## config.mk

```make
export PLATFORM = sky130hd
export DESIGN_NAME = mem_port_arbiter
export DESIGN_NICKNAME = d
export VERILOG_FILES = /design/src/rtl/mem_port_arbiter.sv
export SDC_FILE = /design/constraint.sdc
export NUM_CORES = 1
export LEC_CHECK = 0
export ABC_AREA = 1
export CELL_PAD_IN_SITES_DETAIL_PLACEMENT = 0
export CELL_PAD_IN_SITES_GLOBAL_PLACEMENT = 1
export CORE_MARGIN = 3
export CORE_UTILIZATION = 31
export DETAILED_ROUTE_END_ITERATION = 16
export PLACE_DENSITY_LB_ADDON = 0.12
export SLEW_MARGIN = 20
export SYNTH_ARGS = -nofsm -noshare
export SYNTH_HDL_FRONTEND = slang
export SYNTH_SLANG_ARGS = --single-unit
```

## constraint.sdc

```tcl
create_clock -name i_clk -period 4.2 [get_ports i_clk]
set_input_delay 0.84 -clock i_clk [delete_from_list [all_inputs] [get_ports i_clk]]
set_output_delay 0.84 -clock i_clk [all_outputs]
set_load 0.1 [all_outputs]
```

## src/rtl/mem_port_arbiter.sv

```systemverilog
// rtl/mem_port_arbiter.sv - fetch/data arbiter for one shared single-ported memory
module mem_port_arbiter #(
    parameter int STARVE_LIMIT = 4
) (
    input  logic        i_clk,
    input  logic        i_rst_n,
    input  logic        i_if_req,
    input  logic [31:0] i_if_addr,
    output logic        o_if_ready,
    output logic        o_if_valid,
    output logic [31:0] o_if_rdata,
    input  logic        i_d_req,
    input  logic        i_d_wen,
    input  logic [31:0] i_d_addr,
    input  logic [31:0] i_d_wdata,
    input  logic [3:0]  i_d_mask,
    output logic        o_d_ready,
    output logic        o_d_valid,
    output logic [31:0] o_d_rdata,
    output logic        o_mem_req,
    output logic        o_mem_wen,
    output logic [31:0] o_mem_addr,
    output logic [31:0] o_mem_wdata,
    output logic [3:0]  o_mem_mask,
    input  logic        i_mem_ready,
    input  logic        i_mem_valid,
    input  logic [31:0] i_mem_rdata,
    output logic        o_busy
);

    localparam int CW = $clog2(STARVE_LIMIT + 1);

    typedef enum logic [1:0] {IDLE, REQ, WAIT} state_t;

    state_t         state;
    state_t         state_nxt;
    logic           grant_if;
    logic [CW-1:0]  starve_cnt;
    logic           starve_hit;
    logic           pick_if;
    logic           unused_addr_bits;

    assign starve_hit = (starve_cnt == CW'(STARVE_LIMIT));
    // Data wins a tie unless fetch has been passed over STARVE_LIMIT times in a row.
    assign pick_if    = i_if_req && (!i_d_req || starve_hit);

    assign o_mem_req  = (state == REQ);
    assign o_busy     = (state != IDLE);
    assign o_if_ready = (state == REQ) && i_mem_ready && grant_if;
    assign o_d_ready  = (state == REQ) && i_mem_ready && !grant_if;

    assign unused_addr_bits = &{1'b0, i_if_addr[1:0], i_d_addr[1:0]};

    always_ff @(posedge i_clk or negedge i_rst_n) begin
        if (!i_rst_n) begin
            state <= IDLE;
        end else begin
            state <= state_nxt;
        end
    end

    always_comb begin
        state_nxt = state;
        case (state)
            IDLE: begin
                if (i_if_req || i_d_req) begin
                    state_nxt = REQ;
                end
            end
            REQ: begin
                if (i_mem_ready) begin
                    state_nxt = o_mem_wen ? IDLE : WAIT;
                end
            end
            WAIT: begin
                if (i_mem_valid) begin
                    state_nxt = IDLE;
                end
            end
            default: state_nxt = IDLE;
        endcase
    end

    always_ff @(posedge i_clk or negedge i_rst_n) begin
        if (!i_rst_n) begin
            grant_if    <= 1'b0;
            starve_cnt  <= '0;
            o_mem_wen   <= 1'b0;
            o_mem_addr  <= '0;
            o_mem_wdata <= '0;
            o_mem_mask  <= '0;
            o_if_valid  <= 1'b0;
            o_d_valid   <= 1'b0;
            o_if_rdata  <= '0;
            o_d_rdata   <= '0;
        end else begin
            o_if_valid <= 1'b0;
            o_d_valid  <= 1'b0;
            case (state)
                IDLE: begin
                    if (i_if_req || i_d_req) begin
                        grant_if <= pick_if;
                        if (pick_if) begin
                            o_mem_wen   <= 1'b0;
                            o_mem_addr  <= {i_if_addr[31:2], 2'b00};
                            o_mem_wdata <= '0;
                            o_mem_mask  <= 4'b1111;
                        end else begin
                            o_mem_wen   <= i_d_wen;
                            o_mem_addr  <= {i_d_addr[31:2], 2'b00};
                            o_mem_wdata <= i_d_wdata;
                            o_mem_mask  <= i_d_mask;
                        end
                        // Only a data grant that bypasses a waiting fetch counts toward starvation.
                        if (!pick_if && i_if_req) begin
                            if (!starve_hit) begin
                                starve_cnt <= starve_cnt + CW'(1);
                            end
                        end else begin
                            starve_cnt <= '0;
                        end
                    end
                end
                REQ: begin
                    if (i_mem_ready && o_mem_wen) begin
                        o_d_valid <= 1'b1;
                    end
                end
                WAIT: begin
                    if (i_mem_valid) begin
                        if (grant_if) begin
                            o_if_valid <= 1'b1;
                            o_if_rdata <= i_mem_rdata;
                        end else begin
                            o_d_valid  <= 1'b1;
                            o_d_rdata  <= i_mem_rdata;
                        end
                    end
                end
                default: ;
            endcase
        end
    end

endmodule

```

* Word level (Yosys, flattened, before mapping)
Cells that the tools add are included. W data, S select, Z words.
Operators by class: $add $sub $neg 1, eq/ne operators 7, muxes and demuxes 18, bitwise operators 1, reductions and logical operators 18
Operators by type and width (count):
- $mux W32 | 2
- $reduce_and A3 Y1 | 4
- $mux W2 | 4
- $mux W1 | 7
- $logic_and A1 B1 Y1 | 6
- $mux W3 | 2
- $ne A2 B2 Y1 const B | 3
- $pmux W2 S3 | 1
- $mux W4 | 1
- $add A3 B1 Y3 const B | 1
- $eq A3 B3 Y1 const B | 1
- $logic_not A1 Y1 | 3
- $eq A2 B1 Y1 const B | 1
- $eq A2 B2 Y1 const B | 1
- $logic_not A2 Y1 | 1
- $logic_or A1 B1 Y1 | 2
- $ne A2 B1 Y1 const B | 1
- $pmux W1 S2 | 1
- $reduce_and A2 Y1 | 1
- $reduce_bool A2 Y1 | 1
- $not A1 Y1 | 1
Storage, ports and cells: register bits after elaboration 141, input port bits 139

* Longest topological paths before layout
Gate-level depths: netlist of run 1.
depth after elaboration 7, mapped depth 9, gate-level depth less buffers 8

* Worst setup path before layout of run 1
Ideal clock, no wire load.
path kind flip-flop to output port, start reg state[1], end out o_d_ready, arrival 2736 ps, setup slack 624 ps, stages on the path, launching flop included 5, cell sequence dfrtp_1 -> inv_1 -> ha_1 -> nand2_1 -> nor2_1
Between the ends: longest elaborated chain between the ends 3
RTL lines:
- from (decl) | line 35 | state_t state;
- from (signal assigned) | line 58 | state <= state_nxt;
- $eq A2 B1 Y1
- net o_mem_req | line 20 | output logic o_mem_req,
- $logic_and A1 B1 Y1 (2 in a row) | line 50 | assign o_d_ready = (state == REQ) && i_mem_ready && !grant_if;
- to (decl) | line 17 | output logic o_d_ready,
The timed path passes the listed nets, and every way through them passes these cells.

* Worst setup path in the final report of run 1
start reg state[1], end out o_mem_req
Between the ends: longest elaborated chain between the ends 1
RTL lines:
- $eq A2 B1 Y1 | line 47 | assign o_mem_req = (state == REQ);
- to (decl) | line 20
No other way between the ends.

==> results of run 1 <==
-- stage by stage --
stage | cells | hold slack [ps] | area (um^2) | util, %
after floorplan | 715 | 478 | 5980 | -
after global placement | 1211 | 461 | 8910 | 47.3
after detailed placement | 1211 | 464 | 8910 | 47.3
after CTS | 1243 | 480 | 9470 | 50.3
after global routing | 1243 | 499 | 9470 | 50.3
final | 1243 | 467 | 9470 | 50.3
-- cell type report --
class | count | area, um^2
fillers | 1840 | 9360
flip-flops and latches | 139 | 3480
repair buffers | 280 | 2810
multi-input cells | 428 | 1910
clock buffers | 20 | 447
inverters | 104 | 390
well taps | 260 | 325
clock inverters | 12 | 116
-- state kept, by name (all words and copies together), names as in the netlist --
| register | flops |
|---|---|
| o_d_valid | 1 |
| o_mem_mask | 4 |
| o_mem_wen | 1 |
| grant_if | 1 |
| o_if_rdata | 32 |
| o_mem_wdata | 32 |
| starve_cnt | 3 |
| o_d_rdata | 32 |
| o_if_valid | 1 |
| o_mem_addr | 30 |
| state | 2 |
-- synth_stat cells --
master    number
a21oi_1        4
o21ai_4        1
nand2_1      230
buf_1          2
inv_1        103
ha_1           5
conb_1         1
nand3_1      100
xor2_1         1
inv_2          1
nand2_2        2
o21ai_1        2
buf_2         23
buf_4          6
a21boi_0       1
nor2_1        12
or2_2          1
clkbuf_1      13
o21ai_0       67
dfrtp_1      139
-- worst max-delay path: stages (launching register included) --
cell	delay [ps]
dfrtp_1	390
inv_1	80
ha_1	230
clkdlybuf4s50_1	1200
-- placed cells by master (no fill, tap or decap), drive strengths merged --
| cell | count |
|---|---|
| dfrtp | 139 |
| nand3 | 100 |
| o21ai | 70 |
| inv | 106 |
| clkinv | 4 |
| buf | 13 |
| clkinvlp | 5 |
| clkdlybuf4s50 | 267 |
| a21boi | 1 |
| bufinv | 1 |
| a21oi | 4 |
| xor2 | 1 |
| conb | 2 |
| clkbuf | 20 |
| ha | 5 |
| nor2 | 12 |
| nand2 | 232 |
| or2 | 1 |
-- cells by family (layout without fill, tap and decap cells) --
group | after synthesis | after routing | share of synthesized area, %
buf+inv | 148 | 416 | 10.2
flops | 139 | 139 | 58.2
xor+xnor | 1 | 1 | 0.147
simple gates | 345 | 345 | 23.9
fa+ha+maj | 5 | 5 | 1.05
other cells | 1 | 2 | 0.0627
compound gates | 75 | 75 | 6.51
-- worst min-delay path by stage --
stage / endpoint / slack (ps) / depth (start not counted)
after detailed placement: o_mem_addr[11] / 460 / 2
after CTS: o_mem_addr[2] / 480 / 2
after global placement: o_mem_wdata[3] / 460 / 2
final: o_if_rdata[24] / 470 / 1
after global routing: o_mem_wdata[16] / 500 / 2
after floorplan: state[1] / 480 / 2
-- per-layer routing --
| layer | part of all wire [%] | wire length [um] | vias to the layer above |
|---|---|---|---|
| met5 | 0 | 0 | - |
| met1 | 42 | 7400 | 2508 |
| met4 | 1.2 | 221 | 0 |
| met3 | 10 | 1790 | 11 |
| met2 | 47 | 8340 | 180 |
| li1 | - | - | 2714 |
==> results.txt, run 1 <==
The flow ran to the end, and the final reports show no timing, DRC or antenna violations. TritonCTS built the clock tree. The global placer's final weighted congestion is 0.734, and the number of cell rows is 50. In the routed design, unresolved DRC markers number 0. The synthesized area per cell was 8.37 um^2; the initial core utilization was 31.7%. The first detailed-routing pass took 4 iterations.

The post-detailed-route count of antenna-violating nets is 0. The logs give 0 for the max-slew violation count and 2310 ps for the arrival time at the worst endpoint. The number of antenna diodes in the final layout is 0. The final layout contains 1114 nets. The run gives 5371 as the number of global-route vias before repair.

The sequential fraction of the synthesis area came out at 58.2%. The most critical setup path has its startpoint at state[1]. The tools report the library cell used as clock root buffer as clkbuf_16. The startpoint identified for the worst register-to-register timing path is state[0]. For the number of buffers between clock root and the deepest sink, the log shows 2. The number of antenna violations at the first check in global routing was 0. Between clock sinks in the finished design, the worst skew comes to 11.3 ps. The post-synth design cell area is 0.00598 mm^2, and the met1 routing resource usage after global routing is 20.4%. dfrtp_1 takes more of the synthesized area than any other cell. STA classifies the critical path endpoint as a primary output.

In this run, CTS created clock tree buffers numbering 17. During placement, the flow inserted port buffers numbering 271. Placeable core region: 0.0188 mm^2. The post-route netlist has 5.09% of its cells at a drive strength greater than 1. The y dimension of the die works out to 145 um. The synthesized design contains 139 register bits.

The gate count of the mapped netlist is 714. Remaining max-slew budget at the tightest pin: 30.6%. The number of failing hold endpoints at the final stage came out at 0.

Global-route wire length before repair: 27.6 mm. The min-delay analysis places its worst path in the category input pin to async pin. The logs give 0 for the post-CTS setup buffer count and 0.317 GHz for the peak clock frequency supported by timing.

The total of max-cap violations was 0. The maximum level of the CTS H-tree was 4. In the finished design, the share of the clock period the worst path needs comes to 75.1%.

The most crowded layer after global routing was met2. STA classifies the critical path startpoint as a flip-flop. The logs give 278 for the number of primary I/O pins and 2050 ps for the setup slack on the worst flop-to-flop path. Relative to the synthesized area, the layout overhead comes to 58.5%. The aggregate routed wire length was 17.7 mm. The routed layout has 5413 vias.

For the largest net degree at the start of global routing, the log shows 84. Counting every sink on the clock net gives 139. The most critical setup path has its endpoint at o_mem_req. The clock insertion delay at the later pin of the skew report was 410 ps; the clock-pin slew on the worst setup and hold paths was 60 ps. The detailed-route wire length per cell is 14.3 um. The worst setup path is of the flip-flop to primary output kind.

The met2 layer usage reported by global route is 27.0%, and the violation count after the first detailed-route iteration is 181. Width of the die: 145 um. After synthesis, the netlist uses 20 different library cells. Using the TritonRoute via totals, the vias-per-cell ratio works out to 4.35.

The routed design could run at a clock period as short as 3150 ps. Maximum fanout along the worst path: 5. The met3 usage is 6.67%, and the length in cells of the worst reg-to-reg path is 6. Global-route usage over all layers: 16.6%. The HPWL after detailed placement is 12.1 mm. The tools report the data required time at the worst endpoint as 3360 ps. Number of hold buffers added after CTS: 0. Once the clock tree was built, the resizer swapped 0 gates to a different size.

The yosys synthesis warning count is 0. For the worst setup slack after layout, the log shows 1050 ps. In this run the biggest area consumer among cell types represents 58.2% of the synthesized area. At the pin with the least slew margin, the transition time is 1040 ps. Setup repair after global routing left no endpoint under its margin.

Ranked by total cell area, the synthesized netlist is headed by dfrtp_1, nand2_1, nand3_1, inv_1, o21ai_0. The run gives 0 ps as the setup TNS after final layout. The worst-case setup slack after placement is 1300 ps.

The endpoint identified for the worst register-to-register timing path is o_d_rdata[5]. The floorplan step defined a die boundary enclosing 0.0210 mm^2. Remaining global-route overflow: 0.

For the final-report setup violation count, the log shows 0.
Power of run 1 is left out: the tool's default activity adds up to more than one toggle a clock period on the data nets, which glitch-free logic cannot reach.
==> inputs of run 2 (changes only) <==
--- a/config.mk
+++ b/config.mk
@@ -9,7 +9,7 @@
 export CELL_PAD_IN_SITES_DETAIL_PLACEMENT = 0
 export CELL_PAD_IN_SITES_GLOBAL_PLACEMENT = 1
 export CORE_MARGIN = 3
-export CORE_UTILIZATION = 31
+export CORE_UTILIZATION = 26
 export DETAILED_ROUTE_END_ITERATION = 16
 export PLACE_DENSITY_LB_ADDON = 0.12
 export SLEW_MARGIN = 20
==> constraint.sdc (replaced) <==
create_clock -name i_clk -period 2.58 [get_ports i_clk]
set_input_delay 0.516 -clock i_clk [delete_from_list [all_inputs] [get_ports i_clk]]
set_output_delay 0.516 -clock i_clk [all_outputs]
set_load 0.1 [all_outputs]
==> run 2 against run 1 <==
Compared with the run above:
- first-iteration DRC count up 46%
- clock-buffer cell count decreased by 3
- worst setup slack got worse by 560 ps
- cell area decreased by 2.0%
- utilization fell by 8.5 points
- clock skew is 2.4 ps lower
- cell count rose by 1.9%
==> results.txt, run 2 (same netlist as run 1, synthesis figures left out) <==
At the pin with the least slew margin, the transition time is 514 ps. The number of buffers between clock root and the deepest sink is 2, and the maximum level of the CTS H-tree is 4. In this run the tool buffered the top-level ports with 271 buffer cells.

The detailed router finished its first iteration with 265 violations. The tools report the critical path capture point type as a primary output. For the remaining global-route overflow, the log shows 0. The library cell used most frequently in the layout, excluding fill and tap cells, is nand2_1.

The run gives 28.5 mm as the global-route wire length before repair. The number of antenna diodes in the final layout is 0. Global routing used 18.9% of the available met1 tracks. The setup TNS after final layout is 0 ps, and the post-CTS setup buffer count is 0.

Clock-pin slew on the worst setup and hold paths: 60 ps. Counting the fill cells in the layout gives 2296. For the footprint of the flip-flops and latches, the log shows 0.00348 mm^2. The category of the worst setup path launch point was a flip-flop.

The critical path class was flip-flop to primary output. The growth of design area from synthesis to finish is 55.4%, and the CTS buffer count is 17. The run gives 2060 ps as the data required time at the worst endpoint. Detailed-route wire length per cell: 14.6 um.

The largest net degree at the start of global routing came out at 70. The fraction of layout cells with a size suffix above 1 works out to 19.6%. The met2 layer usage reported by global route is 22.9%, and the total of max-cap violations is 0.

For the remaining max-slew budget at the tightest pin, the log shows 65.7%. TritonCTS built the clock tree. Once detail routing completed, the nets flagged for antenna violations numbered 0. The number of detailed-routing iterations run before antenna repair was 4; the post-layout minimum cycle time was 2100 ps. The detailed router placed 5275 vias in this run. The most crowded layer after global routing is met2. Between clock sinks in the finished design, the worst skew comes to 8.88 ps.

Based on the critical path, the design can be clocked at up to 0.477 GHz. The logs give 0 for the number of failing hold endpoints at the final stage and 0 for the number of antenna violations at the first check in global routing. The aggregate routed wire length is 18.5 mm. The flow ran to the end, and the final reports show no timing, DRC or antenna violations. The number of hold buffers added after CTS was 0.

The path class of the tightest hold or removal check is input pin to async pin. In the layout the commonest cells are nand2_1, buf_4, dfrtp_1. The startpoint of the most critical register-to-register path was state[0]. Across every metal layer, demand over resource in global routing totals 14.7%.

The post-route fraction of the period consumed by the critical path was 81.3%; the length in cells of the worst reg-to-reg path was 6. Measured along the y axis, the die boundary spans 158 um. In the routed design, unresolved DRC markers number 0. The run gives 0 as the max-slew violation count.

The logs give 5216 for the number of global-route vias before repair and 5.99% for the met3 usage. The HPWL after detailed placement came out at 12.9 mm. The final-report setup violation count came out at 0. The die covers 0.0248 mm^2. The finished layout holds 1267 standard cells, fillers aside. In the final layout, the registers with the most flip-flops are o_d_rdata (32), o_if_rdata (32), o_mem_wdata (32). The width of the die is 158 um. 278 I/O pins were placed. The floorplan has 54 rows. In the final layout, the multi-input gates occupy 0.00192 mm^2.

The clock insertion delay at the later pin of the skew report is 410 ps. The run gives 1235 as the number of cells in the design after placement. In this run the critical register-to-register path is captured at o_if_rdata[14].

For this configuration, the core starts out at a cell density of 26.9%. Using the TritonRoute via totals, the vias-per-cell ratio works out to 4.16. The core region is 0.0222 mm^2.

At the end of the flow, the number of nets in the layout was 1118. Along the worst path, the maximum fanout reaches 5. STA puts the critical path data arrival time at 1580 ps. Gates resized during post-CTS repair numbered 0. Library cell used as clock root buffer: clkbuf_16. Routability-driven placement finished with a final weighted congestion of 0.747. The setup check on the worst reg-to-reg path leaves a slack of 890 ps. Setup repair after global routing left no endpoint under its margin. Clock tree synthesis found a total of 139 sinks.
[run 2: cell types whose count changed in the layout (fill, tap and decap cells not counted)]
cell,previous run,this run
buf_12,3,8
buf_4,9,142
ha_2,0,1
nor2_1,12,10
inv_6,2,6
inv_8,0,3
clkdlybuf4s50_1,267,133
nor2_4,0,2
ha_1,5,4
clkbuf_8,1,0
clkinvlp_4,5,3
clkbuf_1,2,0
clkinv_4,3,1
[run 2: how the worst max path moves through the flow]
stage	start	endpoint	slack [ps]	depth (start not counted)
global route	state[1]	o_busy	380	4
floorplan	state[1]	o_d_ready	300	4
finish	state[1]	o_if_ready	480	5
detailed placement	i_mem_valid	o_if_rdata[13]	530	5
global placement	i_mem_valid	o_if_rdata[27]	550	5
CTS	state[1]	o_if_ready	440	5
[run 2: critical path, stage by stage (launching register included)]
cell and delay [ps]:
dfrtp_1 400, inv_1 90, ha_2 220, nand2_1 140, nor2_4 130, buf_12 180
[run 2: cell type report]
class,instances,area share (%)
clock buffers,17,4.58
flip-flops and latches,139,37.4
repair buffers,284,27.7
well taps,280,3.77
clock inverters,15,1.64
inverters,104,4.20
multi-input cells,428,20.7
[run 2: layer usage]
metal / vias to the layer above / part of all wire [%]
met1: 2369 / 44
met2: 174 / 45
li1: 2718 / -
met5: - / 0
met4: 0 / 1.0
met3: 14 / 9.7
[run 2: through the flow]
stage / hold WS (ps) / worst slack, ps / util [%] / instance area (um^2)
6_report: 42.2 / 482 / 41.8 / 9290
5_1_grt: 63.9 / 384 / 41.8 / 9290
3_3_place_gp: 464 / 549 / 39.2 / 8710
4_1_cts: 52.7 / 445 / 41.8 / 9290
2_1_floorplan: 220 / 301 / - / 6000
3_5_place_dp: 466 / 528 / 39.2 / 8710
Power of run 2 is left out for the same reason.
==> inputs of run 3 (changes only) <==
==> constraint.sdc (replaced) <==
create_clock -name i_clk -period 1.8 [get_ports i_clk]
set_input_delay 0.36 -clock i_clk [delete_from_list [all_inputs] [get_ports i_clk]]
set_output_delay 0.36 -clock i_clk [all_outputs]
set_load 0.1 [all_outputs]
==> run 3 against run 2 <==
Compared with the run above:
- critical path depth is the same
- register-to-register slack lost 680 ps
- global-route usage grew 1.0 points
- non-clock buffer count grew 13
- highest routed layer unchanged
- worst setup slack lost 450 ps
- clock skew grew 5.2 ps
- via count grew 1.0%
- worst hold slack gained 370 ps
==> results.txt, run 3 (same netlist as run 1, synthesis figures left out) <==
Setup violations remaining at the end of the flow were counted as 0. The vias per cell is 4.16. The endpoint of the most critical setup path is o_if_ready. The die is 158 um tall.

Fill cells in the final layout number 2109. The max-slew violation count was 0. Number of antenna violations at the first check in global routing: 0. The count of nets after finishing came out at 1131. For this block, the via count after detailed routing is 5330.

The die area is 0.0248 mm^2, and the number of primary I/O pins is 278. Derived from the worst setup path, the maximum achievable clock frequency is 0.564 GHz. The first global-routing pass estimated 30.6 mm of wire. The H-tree generated during clock tree synthesis spans 4 levels. The initial utilization of the core area, before any placement, comes to 26.9%. The tree built by TritonCTS fans out to 139 sinks. The worst register-to-register path ends at o_d_rdata[8].

The library cell used most frequently in the layout, excluding fill and tap cells, is nand2_1. The data required time at the worst endpoint was 1440 ps; the detailed-route wire length per cell was 14.9 um. The number of clock buffers added by TritonCTS is 17. The critical path depth was 5. Data arrives at the worst endpoint at 1410 ps. The kind of cell with the highest combined delay along the critical path is flip-flops. Fraction of layout cells with a size suffix above 1: 21.0%. The worst setup path is launched from a flip-flop. Clock skew on the completed layout was measured at 14.1 ps. The worst setup path is captured at a primary output. The tools report the remaining global-route overflow as 0.

The first detailed-routing pass took 4 iterations. The violation count after the first detailed-route iteration is 264. First element of the critical path: state[1]. The setup slack on the worst flop-to-flop path was 210 ps. TritonCTS built the clock tree. Relative to the synthesized area, the layout overhead comes to 87.2%. The count of inserted antenna diode cells was 0; the final non-filler cell total was 1280. Global routing used 15.7% of the available tracks across all layers. The post-layout minimum cycle time works out to 1770 ps. The run gives 0.0112 mm^2 as the final standard cell area without fillers. The area occupied by multi-input gates is 0.00195 mm^2, and the placeable core region is 0.0222 mm^2. The critical path in this run is classified as flip-flop to primary output. Routability-driven placement finished with a final weighted congestion of 0.730. Library cell contributing the largest single delay on the critical path: dfrtp_1. Setup TNS after final layout: 0 ps.

The HPWL after detailed placement was 14.0 mm. Setup repair after global routing could not meet its margin everywhere. The number of failing hold endpoints at the final stage was 0; the largest net degree at the start of global routing was 41.

The flow ran to the end, and the final reports show no timing, DRC or antenna violations. Once detail routing completed, the nets flagged for antenna violations numbered 0. Clock insertion delay at the later pin of the skew report: 410 ps.

After clock tree synthesis, the clock-pin slew on the worst setup and hold paths is 60 ps. The largest single stage delay on the critical path is 390 ps. Traced cell by cell, the critical path runs through inv_2 > ha_4 > nand2_4 > nor2_4 > buf_12. After floorplanning, the core was divided into 54 placement rows. The worst register-to-register path has a depth of 6. The width of the die is 158 um, and the maximum fanout along the worst path is 2.

The tool flagged a number of max-cap violations equal to 0. The tools report the number of buffers between clock root and the deepest sink as 2. The tightest min-delay check is of the input pin to async pin type.

Summed over all layers, the routed wires come to 19.1 mm. In the layout the commonest cells are nand2_1, buf_12, dfrtp_1. CTS placed an instance of clkbuf_16 at the clock tree root. Across all hold checks on the routed design, the worst slack comes to 413 ps.

The startpoint of the most critical register-to-register path is state[1]. The placed cell area came out at 0.0105 mm^2. In this run, placement finished with an instance count of 1243. The number of buffer and inverter stages on the critical path was 2. After layout, the worst path uses 98.5% of the clock period.

In the final layout, flip-flops and latches occupy 0.00348 mm^2. The largest registers in the layout are o_d_rdata (32), o_if_rdata (32), o_mem_wdata (32). Input and output buffers added on the ports amount to 271.

For the residual DRC count, the log shows 0. The number of global-route vias before repair is 5405.
## run 3: cell count changes in the layout (fill, tap and decap cells not counted), sizes merged
| cell | change |
|---|---|
| clkinv | +4 |
| inv | -7 |
| buf | +12 |
| dlygate4sd3 | +1 |
| bufinv | +3 |
| clkinvlp | -2 |
| clkbuf | +2 |
## run 3: per-layer routing
layer / part of all wire, % / wire length, um / vias up / global-route usage [%]
met3: 8.1 / 1550 / 5 / 6.18
met5: 0 / 0 / - / 0
li1: - / - / 2742 / -
met2: 46 / 8880 / 161 / 24.5
met4: 0.52 / 100 / 0 / 3.35
met1: 45 / 8590 / 2422 / 20.7
## run 3: area by class of cell
cell class                 count  area share (%)
timing repair buffer         297            39.2
sequential                   139            31.1
multi-input combinational    428            17.5
clock buffer                  19            3.96
inverter                     104            3.49
tap                          280            3.13
clock inverter                13            1.70
## run 3: repair_timing
item	in CTS	in global routing
endpoints found under the hold margin	33	0
pin swaps	1	0
hold buffers	1	0
setup endpoints to repair	3	3
setup buffers	3	1
gates resized for setup	3	2
cloned	0	0
## run 3: per-stage QoR
stage	setup slack [ps]	utilization, %
2_1_floorplan	19.6	-
3_3_place_gp	54.0	47.2
3_5_place_dp	24.6	47.2
4_1_cts	0.0429	50.3
5_1_grt	-43.3	50.3
6_report	26.9	50.3
## run 3: worst min-delay path by stage
stage / start / end / slack (ps) / cells past startpoint
after floorplan: i_rst_n / grant_if / 60 / 0
after global placement: i_rst_n / o_mem_wdata[25] / 290 / 1
after detailed placement: i_rst_n / o_mem_wdata[25] / 290 / 1
after CTS: i_rst_n / o_mem_wdata[25] / 410 / 2
after global routing: i_rst_n / o_mem_wdata[23] / 430 / 2
final: i_rst_n / o_mem_wdata[23] / 410 / 2
Power of run 3 is left out for the same reason.
